==> config.mk <==
export PLATFORM = sky130hd
export DESIGN_NAME = ym3438_ch_mix_flat
export DESIGN_NICKNAME = d
export VERILOG_FILES = /design/src/rtl/ym3438_ch_mix_pkg.sv /design/src/rtl/ym3438_ch_mix_if.sv /design/src/rtl/ym3438_ch_mix_acc.sv /design/src/rtl/ym3438_ch_mix.sv /design/src/flat_wrapper.sv
export SDC_FILE = /design/constraint.sdc
export NUM_CORES = 1
export LEC_CHECK = 0
export CORE_MARGIN = 2
export CORE_UTILIZATION = 46
export DETAILED_ROUTE_END_ITERATION = 6
export MAX_ROUTING_LAYER = met4
export PLACE_DENSITY = 0.68
export SLEW_MARGIN = 40
export SYNTH_ARGS = -nofsm -noshare
export SYNTH_HDL_FRONTEND = slang
export SYNTH_SLANG_ARGS = --single-unit
==> constraint.sdc <==
create_clock -name MCLK -period 3.8 [get_ports MCLK]
set_input_delay 0.57 -clock MCLK [delete_from_list [all_inputs] [get_ports MCLK]]
set_output_delay 0.57 -clock MCLK [all_outputs]
set_load 0.01 [all_outputs]
==> src/rtl/ym3438_ch_mix_pkg.sv <==
// ---------------------------------------------------------------------------
// ym3438_pkg
//   Shared definitions for the YM3438 channel mixer slice.
//   - YM_NUM_CH   : channels per output frame
//   - YM_CH_W     : width of one channel sample from the output stage
//   - YM_CH_ZERO  : offset-binary code for a zero-valued sample
//   - mix_state_t : mixer FSM states
//   - ym_ch_to_signed() : offset-binary sample -> two's-complement sample
// ---------------------------------------------------------------------------
package ym3438_pkg;

    localparam int             YM_NUM_CH  = 6;
    localparam int             YM_CH_W    = 9;
    localparam logic [YM_CH_W-1:0] YM_CH_ZERO = 9'h100;

    typedef enum logic {
        MIX_IDLE  = 1'b0,
        MIX_ACCUM = 1'b1
    } mix_state_t;

    // Offset binary to two's complement is a flip of the MSB: 0x100 -> 0,
    // 0x1FF -> +255, 0x000 -> -256.
    function automatic logic signed [YM_CH_W-1:0] ym_ch_to_signed(
        input logic [YM_CH_W-1:0] ch
    );
        return {~ch[YM_CH_W-1], ch[YM_CH_W-2:0]};
    endfunction

endpackage : ym3438_pkg

==> src/rtl/ym3438_ch_mix_if.sv <==
// ---------------------------------------------------------------------------
// ym3438_ch_mix_if
//   Channel-sample bus into the mixer and stereo frame bus out of it.
//   Input side  : ch_out, ch_valid, ch_idx, pan, frame_sync
//   Output side : out_l, out_r, out_valid
//   modport master : upstream source / output consumer
//   modport slave  : the mixer itself
// ---------------------------------------------------------------------------
interface ym3438_ch_mix_if
    import ym3438_pkg::*;
#(
    parameter int OUT_W = 12
) ();

    logic [YM_CH_W-1:0]      ch_out;      // offset-binary sample
    logic                    ch_valid;    // ch_out/ch_idx/pan valid
    logic [2:0]              ch_idx;      // channel number of ch_out
    logic [1:0]              pan;         // [1] = left enable, [0] = right enable
    logic                    frame_sync;  // one-cycle frame start pulse
    logic signed [OUT_W-1:0] out_l;       // left frame sum
    logic signed [OUT_W-1:0] out_r;       // right frame sum
    logic                    out_valid;   // one-cycle pulse on frame update

    modport master (
        output ch_out, ch_valid, ch_idx, pan, frame_sync,
        input  out_l, out_r, out_valid
    );

    modport slave (
        input  ch_out, ch_valid, ch_idx, pan, frame_sync,
        output out_l, out_r, out_valid
    );

endinterface : ym3438_ch_mix_if

==> src/rtl/ym3438_ch_mix_acc.sv <==
// ---------------------------------------------------------------------------
// ym3438_ch_mix_acc
//   One side (left or right) of the stereo mixer: a pan-gated signed
//   accumulator plus the registered frame output.
//   Ports:
//     MCLK, IC  : clock, asynchronous active-low reset
//     clr       : start a new frame (accumulator base becomes 0)
//     add       : a sample is accepted this cycle
//     load      : accepted sample is the last one; publish the frame sum
//     en        : pan enable for this side
//     smp       : signed sample
//     sum_out   : registered frame sum, held between frames
// ---------------------------------------------------------------------------
module ym3438_ch_mix_acc
    import ym3438_pkg::*;
#(
    parameter int OUT_W = 12
) (
    input  logic                      MCLK,
    input  logic                      IC,
    input  logic                      clr,
    input  logic                      add,
    input  logic                      load,
    input  logic                      en,
    input  logic signed [YM_CH_W-1:0] smp,
    output logic signed [OUT_W-1:0]   sum_out
);

    logic signed [OUT_W-1:0] acc;
    logic signed [OUT_W-1:0] base;
    logic signed [OUT_W-1:0] contrib;
    logic signed [OUT_W-1:0] acc_next;

    // clr and add may coincide (frame restart together with channel 0), so
    // the restart is applied to the base before the new sample is added.
    // NOTE: every signal driven here gets a value on every path, otherwise
    // the tool infers a latch to hold the old value.
    always_comb begin
        base     = clr ? '0 : acc;
        contrib  = (add && en) ? {{(OUT_W-YM_CH_W){smp[YM_CH_W-1]}}, smp} : '0;
        acc_next = base + contrib;
    end

    // NOTE: non-blocking assignments keep every flop sampling the values
    // from before the edge, independent of statement order.
    always_ff @(posedge MCLK or negedge IC) begin
        if (!IC) begin
            acc     <= '0;
            sum_out <= '0;
        end else begin
            if (clr || add) begin
                acc <= acc_next;
            end
            if (load) begin
                sum_out <= acc_next;
            end
        end
    end

endmodule : ym3438_ch_mix_acc

==> src/rtl/ym3438_ch_mix.sv <==
// ---------------------------------------------------------------------------
// ym3438_ch_mix
//   Stereo channel mixer. Consumes time-multiplexed offset-binary channel
//   samples, gates them by per-channel pan enables and sums NUM_CH channels
//   per frame into signed left/right words with a one-cycle valid strobe.
//   Out-of-order or truncated frames raise a sticky error flag.
//   Ports:
//     MCLK    : clock
//     IC      : asynchronous active-low reset
//     bus     : channel input / stereo output bus (slave side)
//     err_clr : clears err (a new error in the same cycle wins)
//     err     : sticky sequence-error flag
//   OUT_W must be at least 9 + ceil(log2(NUM_CH)) so the sum cannot wrap.
// ---------------------------------------------------------------------------
module ym3438_ch_mix
    import ym3438_pkg::*;
#(
    parameter int NUM_CH = YM_NUM_CH,
    parameter int OUT_W  = 12
) (
    input  logic                  MCLK,
    input  logic                  IC,
    ym3438_ch_mix_if.slave        bus,
    input  logic                  err_clr,
    output logic                  err
);

    localparam logic [2:0] LAST_IDX = 3'(NUM_CH - 1);

    mix_state_t                state;
    mix_state_t                state_next;
    logic [2:0]                exp_idx;
    logic [2:0]                exp_next;
    logic [2:0]                cur_idx;
    logic                      active;
    logic                      acc_clr;
    logic                      acc_add;
    logic                      acc_load;
    logic                      err_set;
    logic signed [YM_CH_W-1:0] ch_s;

    assign ch_s = ym_ch_to_signed(bus.ch_out);

    // A frame_sync is handled before any sample in the same cycle: it
    // restarts the frame, so the sample is judged against index 0.
    always_comb begin
        state_next = state;
        exp_next   = exp_idx;
        acc_clr    = 1'b0;
        acc_add    = 1'b0;
        acc_load   = 1'b0;
        err_set    = 1'b0;
        active     = (state == MIX_ACCUM) || bus.frame_sync;
        cur_idx    = bus.frame_sync ? 3'd0 : exp_idx;

        if (bus.frame_sync) begin
            acc_clr    = 1'b1;
            state_next = MIX_ACCUM;
            exp_next   = 3'd0;
            // Any frame_sync while still accumulating means the previous
            // frame never reached its last channel.
            if (state == MIX_ACCUM) begin
                err_set = 1'b1;
            end
        end

        if (active && bus.ch_valid) begin
            if (bus.ch_idx == cur_idx) begin
                acc_add = 1'b1;
                if (cur_idx == LAST_IDX) begin
                    acc_load   = 1'b1;
                    state_next = MIX_IDLE;
                    exp_next   = 3'd0;
                end else begin
                    exp_next = cur_idx + 3'd1;
                end
            end else begin
                // Out-of-order sample: drop the frame, outputs untouched.
                err_set    = 1'b1;
                state_next = MIX_IDLE;
                exp_next   = 3'd0;
            end
        end
    end

    always_ff @(posedge MCLK or negedge IC) begin
        if (!IC) begin
            state         <= MIX_IDLE;
            exp_idx       <= 3'd0;
            bus.out_valid <= 1'b0;
            err           <= 1'b0;
        end else begin
            state         <= state_next;
            exp_idx       <= exp_next;
            bus.out_valid <= acc_load;
            err           <= err_set | (err & ~err_clr);
        end
    end

    ym3438_ch_mix_acc #(
        .OUT_W (OUT_W)
    ) u_acc_l (
        .MCLK    (MCLK),
        .IC      (IC),
        .clr     (acc_clr),
        .add     (acc_add),
        .load    (acc_load),
        .en      (bus.pan[1]),
        .smp     (ch_s),
        .sum_out (bus.out_l)
    );

    ym3438_ch_mix_acc #(
        .OUT_W (OUT_W)
    ) u_acc_r (
        .MCLK    (MCLK),
        .IC      (IC),
        .clr     (acc_clr),
        .add     (acc_add),
        .load    (acc_load),
        .en      (bus.pan[0]),
        .smp     (ch_s),
        .sum_out (bus.out_r)
    );

endmodule : ym3438_ch_mix

==> src/flat_wrapper.sv <==
// flat-port wrapper written by rule: the top's interface ports become plain ports
module ym3438_ch_mix_flat import ym3438_pkg::*;
#(
    parameter int NUM_CH = YM_NUM_CH,
    parameter int OUT_W  = 12
)
  (MCLK, IC, err_clr, err, bus_ch_out, bus_ch_valid, bus_ch_idx, bus_pan, bus_frame_sync, bus_out_l, bus_out_r, bus_out_valid);
  ym3438_ch_mix_if #(.OUT_W(OUT_W)) bus_i ();
  input  logic MCLK;
  input  logic IC;
  input  logic err_clr;
  output logic err;
  input wire logic [$bits(bus_i.ch_out)-1:0] bus_ch_out;
  input wire logic [$bits(bus_i.ch_valid)-1:0] bus_ch_valid;
  input wire logic [$bits(bus_i.ch_idx)-1:0] bus_ch_idx;
  input wire logic [$bits(bus_i.pan)-1:0] bus_pan;
  input wire logic [$bits(bus_i.frame_sync)-1:0] bus_frame_sync;
  output wire logic [$bits(bus_i.out_l)-1:0] bus_out_l;
  output wire logic [$bits(bus_i.out_r)-1:0] bus_out_r;
  output wire logic [$bits(bus_i.out_valid)-1:0] bus_out_valid;
  assign bus_i.ch_out = bus_ch_out;
  assign bus_i.ch_valid = bus_ch_valid;
  assign bus_i.ch_idx = bus_ch_idx;
  assign bus_i.pan = bus_pan;
  assign bus_i.frame_sync = bus_frame_sync;
  assign bus_out_l = bus_i.out_l;
  assign bus_out_r = bus_i.out_r;
  assign bus_out_valid = bus_i.out_valid;
  ym3438_ch_mix #(.NUM_CH(NUM_CH), .OUT_W(OUT_W)) u_core (.MCLK(MCLK), .IC(IC), .bus(bus_i), .err_clr(err_clr), .err(err));
endmodule
* Yosys cells after proc, flatten, opt, wreduce, memory -nomap -nowiden
Cells that the tools add are included.
** Word-level totals
- Bits in registers :: 54
- Input bits :: 19
- Output and inout port bits :: 26
- Logic and storage cells :: 44
** Cells by class
- $add $sub $neg :: 3
- Eq/ne operators :: 2
- Muxes and demuxes :: 22
- Bitwise gates (word level) :: 4
- Reductions and logical operators :: 5
** Operator list (count)
- $mux W12 :: 4
- $add A12 B12 Y12 :: 2
- $mux W1 :: 14
- $mux W3 :: 4
- $add A3 B1 Y3 const B :: 1
- $eq A3 B3 Y1 :: 1
- $eq A3 B3 Y1 const B :: 1
- $logic_and A1 B1 Y1 :: 3
- $logic_or A1 B1 Y1 :: 2
- $not A1 Y1 :: 2
- $and A1 B1 Y1 :: 1
- $or A1 B1 Y1 :: 1

* Longest topological paths before layout
Gate-level depths: netlist of the first run.
- Depth after elaboration :: 7
- Mapped depth :: 14
- Depth with buffers taken out :: 12

* Cells and area by module
From an unflattened synthesis of the first run, not the netlist that was laid out.
** Second synthesis, totals
- Cell total of the unflattened synthesis :: 339
- Area total of the unflattened synthesis :: 3487.1 µm²
** By module, submodules not included
- ym3438_ch_mix_acc at u_core.u_acc_l :: times used 1, cells each 143, area each 1506.4 µm², sequential area each 600.6 µm²
- ym3438_ch_mix_acc at u_core.u_acc_r :: times used 1, cells each 142, area each 1506.4 µm², sequential area each 600.6 µm²
- ym3438_ch_mix :: times used 1, cells each 54, area each 474.2 µm², sequential area each 150.1 µm²

* Worst setup path before layout of the first run
No wires, ideal clock.
- Kind :: input to register
- From :: in bus_frame_sync
- To :: reg u_core.u_acc_l.acc[10]
- Arrival time :: 3225 ps
- Slack :: 439 ps
- Stages :: 14
- Buffers on the path :: 2
- Cell sequence :: buf_2 > inv_1 > a211oi_4 > o211a_4 > clkbuf_1 > and3_1 > ha_1 > fa_1 > a21o_1 > a211oi_1 > o21bai_1 > a311o_1 > xnor2_1 > o21ai_0
** Between the ends
- Longest elaborated chain between the ends :: 7
** RTL lines
- start: declaration :: line flat_wrapper.sv:17 : input wire logic [$bits(bus_i.frame_sync)-1:0] bus_frame_sync;
- $mux W3 :: line ym3438_ch_mix.sv:54 : cur_idx = bus.frame_sync ? 3'd0 : exp_idx;
- $eq A3 B3 Y1 :: line ym3438_ch_mix.sv:68 : if (bus.ch_idx == cur_idx) begin
- $mux W1 :: line ym3438_ch_mix.sv:68
- $mux W1 :: line ym3438_ch_mix.sv:67 : if (active && bus.ch_valid) begin
- $logic_and A1 B1 Y1 :: line ym3438_ch_mix_acc.sv:40 : contrib = (add && en) ? {{(OUT_W-YM_CH_W){smp[YM_CH_W-1]}}, smp} : '0;
- $mux W12 :: line ym3438_ch_mix_acc.sv:40
- $add A12 B12 Y12 :: line ym3438_ch_mix_acc.sv:41 : acc_next = base + contrib;
- end signal: assignment :: line ym3438_ch_mix_acc.sv:52 : acc <= acc_next;
- end: declaration :: line ym3438_ch_mix_acc.sv:29 : logic signed [OUT_W-1:0] acc;
Parallel ways exist; a longest one is shown, timed or not.
A chain may end at the register's enable or synchronous reset.

* Worst setup path in the final report of the first run
- From :: in bus_ch_idx[2]
- To :: reg u_core.u_acc_l.acc[10]
** Between the ends
- Longest elaborated chain between the ends :: 6
** RTL lines
- start: declaration :: line flat_wrapper.sv:15 : input wire logic [$bits(bus_i.ch_idx)-1:0] bus_ch_idx;
- $eq A3 B3 Y1 * :: line ym3438_ch_mix.sv:68
- $mux W1 * :: line ym3438_ch_mix.sv:68
- $mux W1 * :: line ym3438_ch_mix.sv:67
- $logic_and A1 B1 Y1 :: line ym3438_ch_mix_acc.sv:40
- $mux W12 :: line ym3438_ch_mix_acc.sv:40
- $add A12 B12 Y12 :: line ym3438_ch_mix_acc.sv:41
Every way passes the cells marked *; elsewhere a longest branch is shown, timed or not.

==> results, run 1 <==
- The run finished with clean final reports.
- Net switching is around a quarter of the power.
- Counting flops with an async set or reset pin after synthesis yields a share of 100%.
- The largest total area in the synthesized netlist belongs to dfrtp_1.
- The slew at the pin with the worst max-slew slack is around 0.68 ns.
- In this run the tightest slew margin relative to its limit is 54.5%.
- The number of synthesized flops with an enable pin is 0.
- The global-route usage over all layers is 20.0%.
- The number of port buffers is 44.
- The top-level I/O count is 45.
- The register area share after synthesis is 37.6%.
- The worst clock skew on the final layout is 0.0114 ns.
- Summing over every cut layer, the via total after detailed routing is between 2000 and 3000.
- The antenna violation net count after detailed routing is 0.
- The number of DRC violations after detailed-routing iteration 0 is between 100 and 150.
- The total half-perimeter wirelength after legalization and detailed placement is 5.83 mm.
- The region available for standard cell placement spans approximately 7600 um^2.
- At the placement stage, the worst setup path has a slack of -0.0176 ns.
- The count of distinct cell types in the synthesized netlist is 61.
- The clock network fraction of design power is ~30%.
- The proportion of layout cells with a drive suffix above 1 is between 15 and 20%.
- The class of the tightest hold or removal check is primary input to async pin.
- The mean post-synth cell area is 10.3 um^2.
- The clock tree from TritonCTS is built.
- After technology mapping, the gate count stands at 350.
- The starting utilization of the core area is 47.0%.
- Based on the critical path, the design can be clocked at up to about 0.28 GHz.
- The clock period minus worst slack is 3.54 ns.
- The primary flip-flop cell chosen by synthesis mapping is dfrtp_1.
- After layout, the worst setup slack is 0.259 ns.
- The top cell type's share of synthesized area is 37.6%.
- Setup repair after global routing left no endpoint under its margin.
- Power spread over the standard cell area amounts to approximately 240 nW/um^2.
- Across the run, the number of max-cap violations was 0.
- The relative contribution of combinational cells to total power is between 10% and 20%.
- After detailed routing, the number of remaining DRC violations is 0.
- The clock buffer count from CTS is 5.
- The total global routing overflow is 0.
- The leakage dissipation is 2.17 nW.
- The worst setup path is of the primary input to flip-flop kind.
- The net count after synthesis is 393.
- Leaving out fill and tap cells, the most frequent cell in the layout is dfrtp_1.
- Dividing the detail-routed via count by the number of cells gives around 5.4.
- Of all nets on the critical path, the largest fanout is 9.
- The analysis attributes to net switching a power of 0.263 mW.
- The area of the die is 8530 um^2.
- Post-CTS timing repair inserted 0 buffers for setup.
- The die is 92.4 um wide.
- After clock tree synthesis, the repair step resized 0 gates.
- Sequential cells account for 57.2% of the total power.
- The total wire length after detailed routing is 7.71 mm.
- The first TritonRoute pass finished after 4 iterations.
- The master cell of the clock root buffer is clkbuf_8.
- The category of the worst setup path launch point is a primary input.
- VDD sags by at most 0.000165 V.
- The first global-routing pass estimated 13.5 mm of wire.
- The critical path required time is 3.99 ns.
- Leaving out fill and tap cells, the most frequent cells in the layout are dfrtp_1, clkdlybuf4s50_1, nand2_1, nor2b_1.
- In this run, post-CTS hold repair placed 0 buffers.
- The initialized floorplan defines 32 standard-cell rows.
- The final count of negative-setup-slack endpoints is 0.
- The number of storage elements in the synthesis netlist is 54.
- By area the synthesized netlist is led by dfrtp_1, ha_1, mux2_2, nor2b_1, mux2_4.
- Yosys printed 0 warnings.
- The max-slew violation count is 0.
- The repair_antennas step left the layout with diodes totalling 0.
- The clock slew at the register clock pins of the worst setup and hold paths is approximately 0.090 ns.
- The total number of H-tree levels is 2.
- The internal cell power is just under 0.8 mW.
- The clock latency at the later pin of the worst-skew pair is 0.31 ns.
- The via count of the first global-routing pass is 2859.
- The accumulated negative setup slack is 0 ns.
- The placer congestion estimate is 0.929.
- The maximum number of pins on one net before global-route repair is 37.
- Compared with the post-synthesis result, the final layout area differs by 20.0%.
- The clock drives 54 sinks.
- The number of hold violations in the final report is 0.
- The overall die height is between 90 and 100 um.
- After synthesis the cells add up to around 3600 um^2.
- The mean routed wirelength per cell is 15.1 um.
- The final worst-path cycle share is 93.2%.
- The total number of nets in the final design is 451.
- The worst setup path is captured at a flip-flop.
- The number of antenna violations at the first check in global routing is 0.
- The clock passes through at most 2 buffers.
- The worst endpoint data arrival time is 3.73 ns.
## final cells by class
cell class	count	area [um^2]
fillers	682	3340
multi-input cells	269	2090
flip-flops and latches	54	1350
repair buffers	65	608
well taps	102	128
clock buffers	5	68.8
inverters	13	53.8
clock inverters	2	10.0
## per-layer routing
layer  track usage (%)  share of wire, %  up-vias
met3              2.20               2.9       11
met2              31.0                46       50
met4              5.60               1.7        0
li1                  -                 -     1364
met1              28.0                49     1329
met5                 -                 0        -
## power groups by stage
stage / combinational [mW] / sequential (mW) / clock, mW
after floorplan: 0.0696 / 0.602 / 0
after global placement: 0.129 / 0.603 / 0
after detailed placement: 0.131 / 0.603 / 0
after CTS: 0.131 / 0.592 / 0.329
after global routing: 0.144 / 0.594 / 0.348
final: 0.129 / 0.592 / 0.314
## stage by stage
step	instance area (um^2)	total power [mW]	utilization (%)	hold slack [ns]	cells
after floorplan	3590	0.672	-	0.274	350
after global placement	4230	0.732	55.3	0.457	503
after detailed placement	4230	0.734	55.3	0.471	503
after CTS	4310	1.05	56.3	0.366	510
after global routing	4310	1.09	56.3	0.228	510
final	4310	1.03	56.3	0.193	510
## sequential cells by signal (all words and copies together) (netlist names)
register / count
u_core.u_acc_l.acc: 12
u_core.u_acc_l.sum_out: 12
u_core.u_acc_r.acc: 12
u_core.u_acc_r.sum_out: 12
u_core.exp_idx: 3
u_core.bus.out_valid: 1
u_core.err: 1
u_core.state: 1
## kinds of logic (layout without fill, tap and decap cells)
logic type,Yosys count,in the layout,synth area share (%)
DFF,54,54,37.6
muxes,33,33,11.2
adders and majority gates,24,24,8.78
AOI/OAI and AO/OA,83,83,16.4
and+or+nand+nor,107,107,15.9
xor gates and xnor gates,22,22,5.78
buffers and inverters,27,85,4.22
## Yosys cell counts, types with 3 or more instances
master	n
dfrtp_1	54
nand3_1	5
xnor2_1	14
and3_1	17
buf_6	3
nor2_1	18
mux2_1	4
o21ai_0	22
a21o_1	8
mux2_4	9
ha_1	22
clkbuf_1	5
o22ai_1	3
mux2_2	18
inv_1	12
a211oi_1	3
xor2_1	6
nand2_1	28
a22oi_1	3
a221o_1	3
o21bai_1	4
nor2b_1	25
a21oi_1	14
## worst paths after layout
path | from | end | slack (ns) | depth (start not counted)
worst min register to register | u_core.u_acc_l.sum_out[2] | u_core.u_acc_l.sum_out[2] | 0.49 | 2
worst max-delay path | bus_ch_idx[2] | u_core.u_acc_l.acc[10] | 0.26 | 13
worst max register to register | u_core.exp_idx[0] | u_core.u_acc_l.acc[10] | 0.51 | 12
max in group asynchronous | IC | u_core.exp_idx[0] | 2.97 | 2
min in group MCLK | u_core.u_acc_l.sum_out[2] | u_core.u_acc_l.sum_out[2] | 0.49 | 2
worst min-delay path | IC | u_core.u_acc_l.sum_out[5] | 0.19 | 1
## critical path, stage by stage
cell             delay (ns)
clkdlybuf4s50_1        0.52
xor2_1                 0.15
o22ai_1                0.12
o211a_4                0.31
and3_1                 0.19
ha_1                   0.20
fa_1                   0.41
a21o_1                 0.19
a211oi_1               0.25
o21bai_1               0.16
a311o_1                0.39
xnor2_1                0.17
o21ai_0                0.10
Note: power is estimated with default switching activity, not from simulation.
==> run 2, diff against run 1 <==
--- a/config.mk
+++ b/config.mk
@@ -6,10 +6,11 @@
 export NUM_CORES = 1
 export LEC_CHECK = 0
 export CORE_MARGIN = 2
-export CORE_UTILIZATION = 46
+export CORE_UTILIZATION = 64
 export DETAILED_ROUTE_END_ITERATION = 6
+export DONT_BUFFER_PORTS = 1
 export MAX_ROUTING_LAYER = met4
-export PLACE_DENSITY = 0.68
+export PLACE_DENSITY = 0.8
 export SLEW_MARGIN = 40
 export SYNTH_ARGS = -nofsm -noshare
 export SYNTH_HDL_FRONTEND = slang
==> constraint.sdc (replaced) <==
create_clock -name MCLK -period 3.4 [get_ports MCLK]
set_input_delay 0.51 -clock MCLK [delete_from_list [all_inputs] [get_ports MCLK]]
set_output_delay 0.51 -clock MCLK [all_outputs]
set_load 0.01 [all_outputs]
==> run 2 against run 1 <==
Net effect:
- combinational power fell by 20%
- clock skew fell by 0.0027 ns
- core utilization rose by 14 points
- die area fell by 27%
- cell count fell by 16%
- power rose by 16%
- sequential cell count did not move
- via count fell by 5.3%
- sequential share of layout area rose by 3.7 points
- global-route usage rose by 6.1 points
==> results, run 2 (same netlist as run 1, synthesis figures left out) <==
- Setup repair after global routing could not meet its margin everywhere.
- After the flow finishes, the layout carries non-filler instances totaling 426.
- The placer congestion estimate is 0.932.
- Setup slack on the critical path of the routed design comes to roughly 0.076 ns.
- The worst clock skew on the final layout is 0.00872 ns.
- In this design, the largest share of critical-path delay is due to compound AO/OA/AOI/OAI gates.
- The remaining design rule violation count is 0.
- The clock period minus worst slack is 3.32 ns.
- Once placement completed, the tool counted placed cells totaling 416.
- TritonCTS built the clock tree.
- The first global-routing pass estimated around 12 mm of wire.
- The type of destination of the critical path is a flip-flop.
- The area of placed instances is 3640 um^2.
- The largest fanout of any net on the critical path is 10.
- For the pin with the worst max-slew slack, the measured transition is 0.493 ns.
- The max-slew violation count is 0.
- Of the cells placed in the final design, the portion with a size suffix greater than 1 is between 20% and 30%.
- The number of port buffers is 0.
- In the routed layout, each cell is associated on average with a via count of 6.12.
- In this run the number of H-tree levels came out at 2.
- The area of the die is ~6200 um^2.
- The worst endpoint data arrival time is 3.50 ns.
- After detailed routing, the average wire length per cell comes to about 18 um.
- The placement-stage worst setup slack is 0.101 ns.
- The master of the slowest instance on the critical path is dfrtp_2.
- The number of sinks on the clock net is 54.
- Buffers inserted during clock tree synthesis total 5.
- The total wire length after detailed routing is 7.67 mm.
- The worst hold path belongs to the class primary input to async pin.
- The maximum frequency from static timing analysis is about 0.30 GHz.
- The top-level I/O count is 45.
- The overall die width is between 70 and 80 um.
- The leakage dissipation is about 2 nW.
- The worst slew slack as a fraction of its limit is about 67%.
- Together, buffers and inverters on the worst path number 0.
- In the global route stage, overall resource usage came out at 26.1%.
- The floorplan step defined a core boundary enclosing roughly 5500 um^2.
- The number of antenna violations at the first check in global routing is 0.
- The number of DRC violations after detailed-routing iteration 0 is 175.
- The maximum single-stage delay on the critical path is 0.46 ns.
- IR analysis of the VDD net gives a maximum drop of between 0.0002 and 0.00025 V.
- The via count of the first global-routing pass is roughly 2600.
- Traced cell by cell, the critical path runs through or2_4, a211oi_4, o211a_4, and3_1, ha_1, a21o_1, a211oi_2, o21bai_2, a311o_1, xnor2_2, o21ai_0.
- The cell row count is 27.
- The type of the worst setup path is flip-flop to flip-flop.
- The first detailed-routing pass took 4 iterations.
- The initial utilization of the core area, before any placement, comes to 65.6%.
- The total number of nets in the final design is ~400.
- Across all layers, the routed design uses 2609 vias.
- From bottom edge to top edge, the die measures 78.9 um.
- The number of hold violations in the final report is 0.
- 0 antenna diodes ended up in the layout.
- The total overflow left after global routing is 0.
- The clock latency at the later pin of the worst-skew pair is 0.31 ns.
- The total power per unit cell area is 311 nW/um^2.
- The number of buffers on the longest clock path is 2.
- Once detailed placement completed, the half-perimeter wirelength came to 5.22 mm.
- CTS placed an instance of clkbuf_8 at the clock tree root.
- Leaving out fill and tap cells, the most frequent cells in the layout are dfrtp_1, nand2_1, nor2b_1, o21ai_0, ha_1.
- The antenna violation net count after detailed routing is 0.
- Relative to the synthesized area, the layout overhead comes to 7.53%.
- Once the clock tree was built, the setup fixing pass inserted 0 buffers.
- Setup violations remaining at the end of the flow were counted as 0.
- The finished cells cover 3860 um^2.
- Max-cap violations in this run came to 0.
- The most common library cell in the layout ignoring fill and taps is dfrtp_1.
- The category of the worst setup path launch point is a flip-flop.
- The run finished with clean final reports.
- At the worst endpoint, the required time is 3.57 ns.
- After clock tree synthesis, the clock-pin slew on the worst setup and hold paths is about 0.10 ns.
- Hold timing on the final database bottoms out at a slack of 0.0476 ns.
- Entering global routing, the biggest net connects 55 pins.
- Of the available clock period, the critical path in the final layout requires between 90% and 100%.
[run 2: metrics by stage]
step | utilization (%) | TNS (ns) | total power [mW]
after floorplan | - | 0 | 0.751
after global placement | 66.6 | 0 | 0.755
after detailed placement | 66.6 | 0 | 0.757
after CTS | 69.1 | 0 | 1.20
after global routing | 70.6 | -0.155 | 1.25
final | 70.6 | 0 | 1.20
[run 2: area by class of cell]
cell class	instances	area [um^2]
clock buffers	6	72.6
flip-flops and latches	54	1350
multi-input cells	270	2170
repair buffers	9	87.6
clock inverters	2	37.5
fillers	422	1610
inverters	13	53.8
well taps	72	90.1
[run 2: report_power, final]
part,internal [mW],switching (mW),total (mW)
clock,0.220,0.216,0.436
sequential,0.654,0.00866,0.663
combinational,0.0449,0.0584,0.103
[run 2: path summary, 6_finish.rpt]
path,from,to,slack (ns),depth (start not counted)
min,IC,u_core.state,0.05,1
max reg2reg,u_core.exp_idx[0],u_core.u_acc_l.acc[10],0.08,11
max,u_core.exp_idx[0],u_core.u_acc_l.acc[10],0.08,11
min reg2reg,u_core.u_acc_r.acc[8],u_core.u_acc_r.acc[8],0.49,2
min in group MCLK,bus_frame_sync,u_core.exp_idx[2],0.27,1
max in group asynchronous,IC,u_core.u_acc_r.acc[7],3.12,1
[run 2: per-layer routing]
metal / GRT usage (%) / routed length (um) / up-vias
met5: - / 0 / -
met4: 7.24 / 123 / 0
li1: - / - / 1259
met2: 41.1 / 3590 / 75
met1: 34.1 / 3490 / 1264
met3: 6.48 / 465 / 11
[run 2: repair_timing]
action,in CTS,in global routing
hold endpoints to repair,54,0
resized for setup,0,15
setup endpoints to repair,0,15
hold buffers,1,0
[run 2: worst register-to-register path: stages (launching register included)]
cell      delay (ns)
dfrtp_2         0.46
or2_4           0.27
a211oi_4        0.39
o211a_4         0.29
and3_1          0.18
ha_1            0.27
a21o_1          0.23
a211oi_2        0.29
o21bai_2        0.14
a311o_1         0.41
xnor2_2         0.17
o21ai_0         0.09
==> run 3, diff against run 2 <==
--- a/config.mk
+++ b/config.mk
@@ -6,11 +6,13 @@
 export NUM_CORES = 1
 export LEC_CHECK = 0
 export CORE_MARGIN = 2
-export CORE_UTILIZATION = 64
+export CORE_UTILIZATION = 59
+export CTS_CLUSTER_DIAMETER = 200
+export CTS_CLUSTER_SIZE = 24
 export DETAILED_ROUTE_END_ITERATION = 6
 export DONT_BUFFER_PORTS = 1
 export MAX_ROUTING_LAYER = met4
-export PLACE_DENSITY = 0.8
+export PLACE_DENSITY = 0.75
 export SLEW_MARGIN = 40
 export SYNTH_ARGS = -nofsm -noshare
 export SYNTH_HDL_FRONTEND = slang
==> run 3 against run 2 <==
Net effect:
- sequential cell count did not move
- largest cell class unchanged
- setup slack better by 0.048 ns
- worst hold slack better by 0.0081 ns
- sequential power is essentially flat
- clock power decreased by 19%
- highest routed layer unchanged
- critical path type unchanged
- wire length shrank 3.9%
- power shrank 6.9%
==> results, run 3 (same netlist as run 1, synthesis figures left out) <==
- The run finished with clean final reports.
- Counting along the longest clock path gives a buffer depth of 2.
- The worst endpoint data arrival time is between 3 and 4 ns.
- The category of the worst setup path launch point is a flip-flop.
- Setup violations remaining at the end of the flow were counted as 0.
- In this run the critical register-to-register path is launched from u_core.exp_idx[0].
- Along the worst path, the maximum fanout reaches 10.
- The slack of the worst reg-to-reg path is 0.12 ns.
- 0 antenna diodes ended up in the layout.
- The remaining design rule violation count is 0.
- The mean routed wirelength per cell is approximately 17 um.
- The library cell used most frequently in the layout, excluding fill and tap cells, is dfrtp_1.
- The clock tree from TritonCTS is built.
- The cell row count is 28.
- The region available for standard cell placement spans roughly 6000 um^2.
- The number of hold violations in the final report came to 0.
- The type of the worst setup path is flip-flop to flip-flop.
- The area growth from synthesis to layout is 6.45%.
- The maximum frequency from static timing analysis is 0.305 GHz.
- The number of buffer and inverter stages on the critical path is 1.
- The via count of the first global-routing pass is 2596.
- The clock period minus worst slack is 3.28 ns.
- The worst path uses a little over nine tenths of the clock period.
- At the pin with the least slew margin, the transition time is 0.688 ns.
- TritonCTS created 5 clock buffers.
- The dominant delay contributor by cell family on the critical path is compound AO/OA/AOI/OAI gates.
- In this run the tightest slew margin relative to its limit is 53.9%.
- The number of antenna violations at the first check in global routing is 0.
- The total global routing overflow is 0.
- The number of sinks on the clock net is 54.
- The total number of nets in the final design is 400.
- The max-slew violation count is 0.
- The H-tree generated during clock tree synthesis spans 2 levels.
- For this design the ratio of total power to cell area is 293 nW/um^2.
- Across the run, the number of max-cap violations was 0.
- The leakage dissipation is just under 2 nW.
- The area of placed instances is 3650 um^2.
- The congestion estimate from routability-driven global placement came to 0.850.
- After clock tree synthesis, the clock-pin slew on the worst setup and hold paths is 0.10 ns.
- The count of TritonRoute iterations in the first routing pass is 4.
- For the worst flop-to-flop path, the logic depth is 12.
- The class of the tightest hold or removal check is primary input to async pin.
- The top-level I/O count is 45.
- In this run the vertical extent of the chip is 82.0 um.
- The wire-length estimate of the detail-placed layout is 5.31 mm.
- The global-route usage over all layers is 24.8%.
- The overall die width is 82.0 um.
- The final route contains 2583 vias.
- In this design, the critical path's most frequently occurring cell is and3_1.
- The wire length of the first global-routing pass is 12.4 mm.
- In the layout the commonest cells are dfrtp_1, nand2_1, nor2b_1, o21ai_0, ha_1.
- The tightest hold margin is 0.0556 ns.
- For this configuration, the core starts out at a cell density of 61.0%.
- Walking the worst path, the cells encountered are or2_4, a211oi_4, o211a_4, clkbuf_4, and3_1, ha_1, and3_1, and2_1, a221o_1, a21oi_2, xnor2_1, mux2_4.
- The post-route netlist has 19.0% of its cells at a drive strength greater than 1.
- The number of port buffers is 0.
- The maximum single-stage delay on the critical path is 0.46 ns.
- The floorplan step defined a die boundary enclosing 6730 um^2.
- The clock reaches the later pin of the worst-skew pair after 0.31 ns.
- Among all stages on the critical path, the largest delay is contributed by dfrtp_2.
- The type of destination of the critical path is a flip-flop.
- The critical path required time is 3.60 ns.
- The number of DRC violations after detailed-routing iteration 0 is 142.
- The number of vias per cell after detailed routing is 5.98.
- The total wire length after detailed routing is 7.37 mm.
- In this run the clock root is driven by a clkbuf_8.
- On the final layout, the worst clock skew is 0.0115 ns.
- The antenna violation net count after detailed routing is 0.
- The worst-case IR drop observed on VDD is 0.000224 V.
- After routing the design area is 3820 um^2.
- The maximum number of pins on one net before global-route repair is 55.
- The endpoint of the most critical register-to-register path is u_core.u_acc_l.acc[11].
==> run 3: cell types whose count changed in the layout (fill, tap and decap cells not counted), sizes merged <==
| cell | previous run | this run |
|---|---|---|
| clkbuf | 6 | 7 |
| bufinv | 1 | 0 |
| o211a | 2 | 1 |
| buf | 9 | 13 |
==> run 3: timing repair <==
| action | 4_1_cts | 5_1_grt |
|---|---|---|
| buffers inserted | 0 | 4 |
| resized for setup | 0 | 8 |
| hold endpoints to repair | 54 | 0 |
| hold buffers | 1 | 0 |
| setup endpoints to repair | 0 | 14 |
==> run 3: how the worst max path moves through the flow <==
stage | endpoint | cells after the start | slack [ns] | startpoint
floorplan | u_core.u_acc_l.acc[10] | 14 | 0.1 | bus_frame_sync
detailed placement | u_core.u_acc_l.acc[10] | 12 | 0.08 | bus_ch_idx[2]
global route | u_core.u_acc_l.sum_out[10] | 12 | -0.04 | u_core.exp_idx[0]
finish | u_core.u_acc_l.acc[11] | 12 | 0.12 | u_core.exp_idx[0]
CTS | u_core.u_acc_l.acc[10] | 12 | 0.12 | u_core.exp_idx[0]
global placement | u_core.u_acc_l.sum_out[10] | 12 | 0.11 | bus_ch_idx[2]
==> run 3: power breakdown <==
part / switching [mW] / internal (mW) / total (mW)
clock: 0.212 / 0.142 / 0.354
sequential: 0.00887 / 0.654 / 0.663
combinational: 0.0561 / 0.0454 / 0.101
==> run 3: layout make-up <==
cell class                      instances  area (um^2)
Clock buffer                            6         72.6
Inverter                               13         53.8
Fill cell                             509         2060
Timing Repair Buffer                   14          125
Sequential cell                        54         1350
Clock inverter                          1         7.51
Multi-Input combinational cell        269         2120
Tap cell                               75         93.8
==> run 3: through the flow <==
step                      power, mW  TNS (ns)  utilization, %  setup slack, ns  instances
after floorplan               0.751         0               -           0.0987        350
after CTS                      1.13         0            63.9            0.116        428
after global routing           1.17   -0.0906            64.9          -0.0426        432
after detailed placement      0.757         0            62.1           0.0774        420
after global placement        0.755         0            62.1            0.106        420
final                          1.12         0            64.9            0.124        432
==> run 3: metal layers <==
metal	wire [um]	vias to the layer above	GRT usage, %
li1	-	1262	-
met1	3450	1239	34.0
met2	3320	70	36.9
met3	501	12	6.26
met4	95	0	6.00
met5	0	-	-
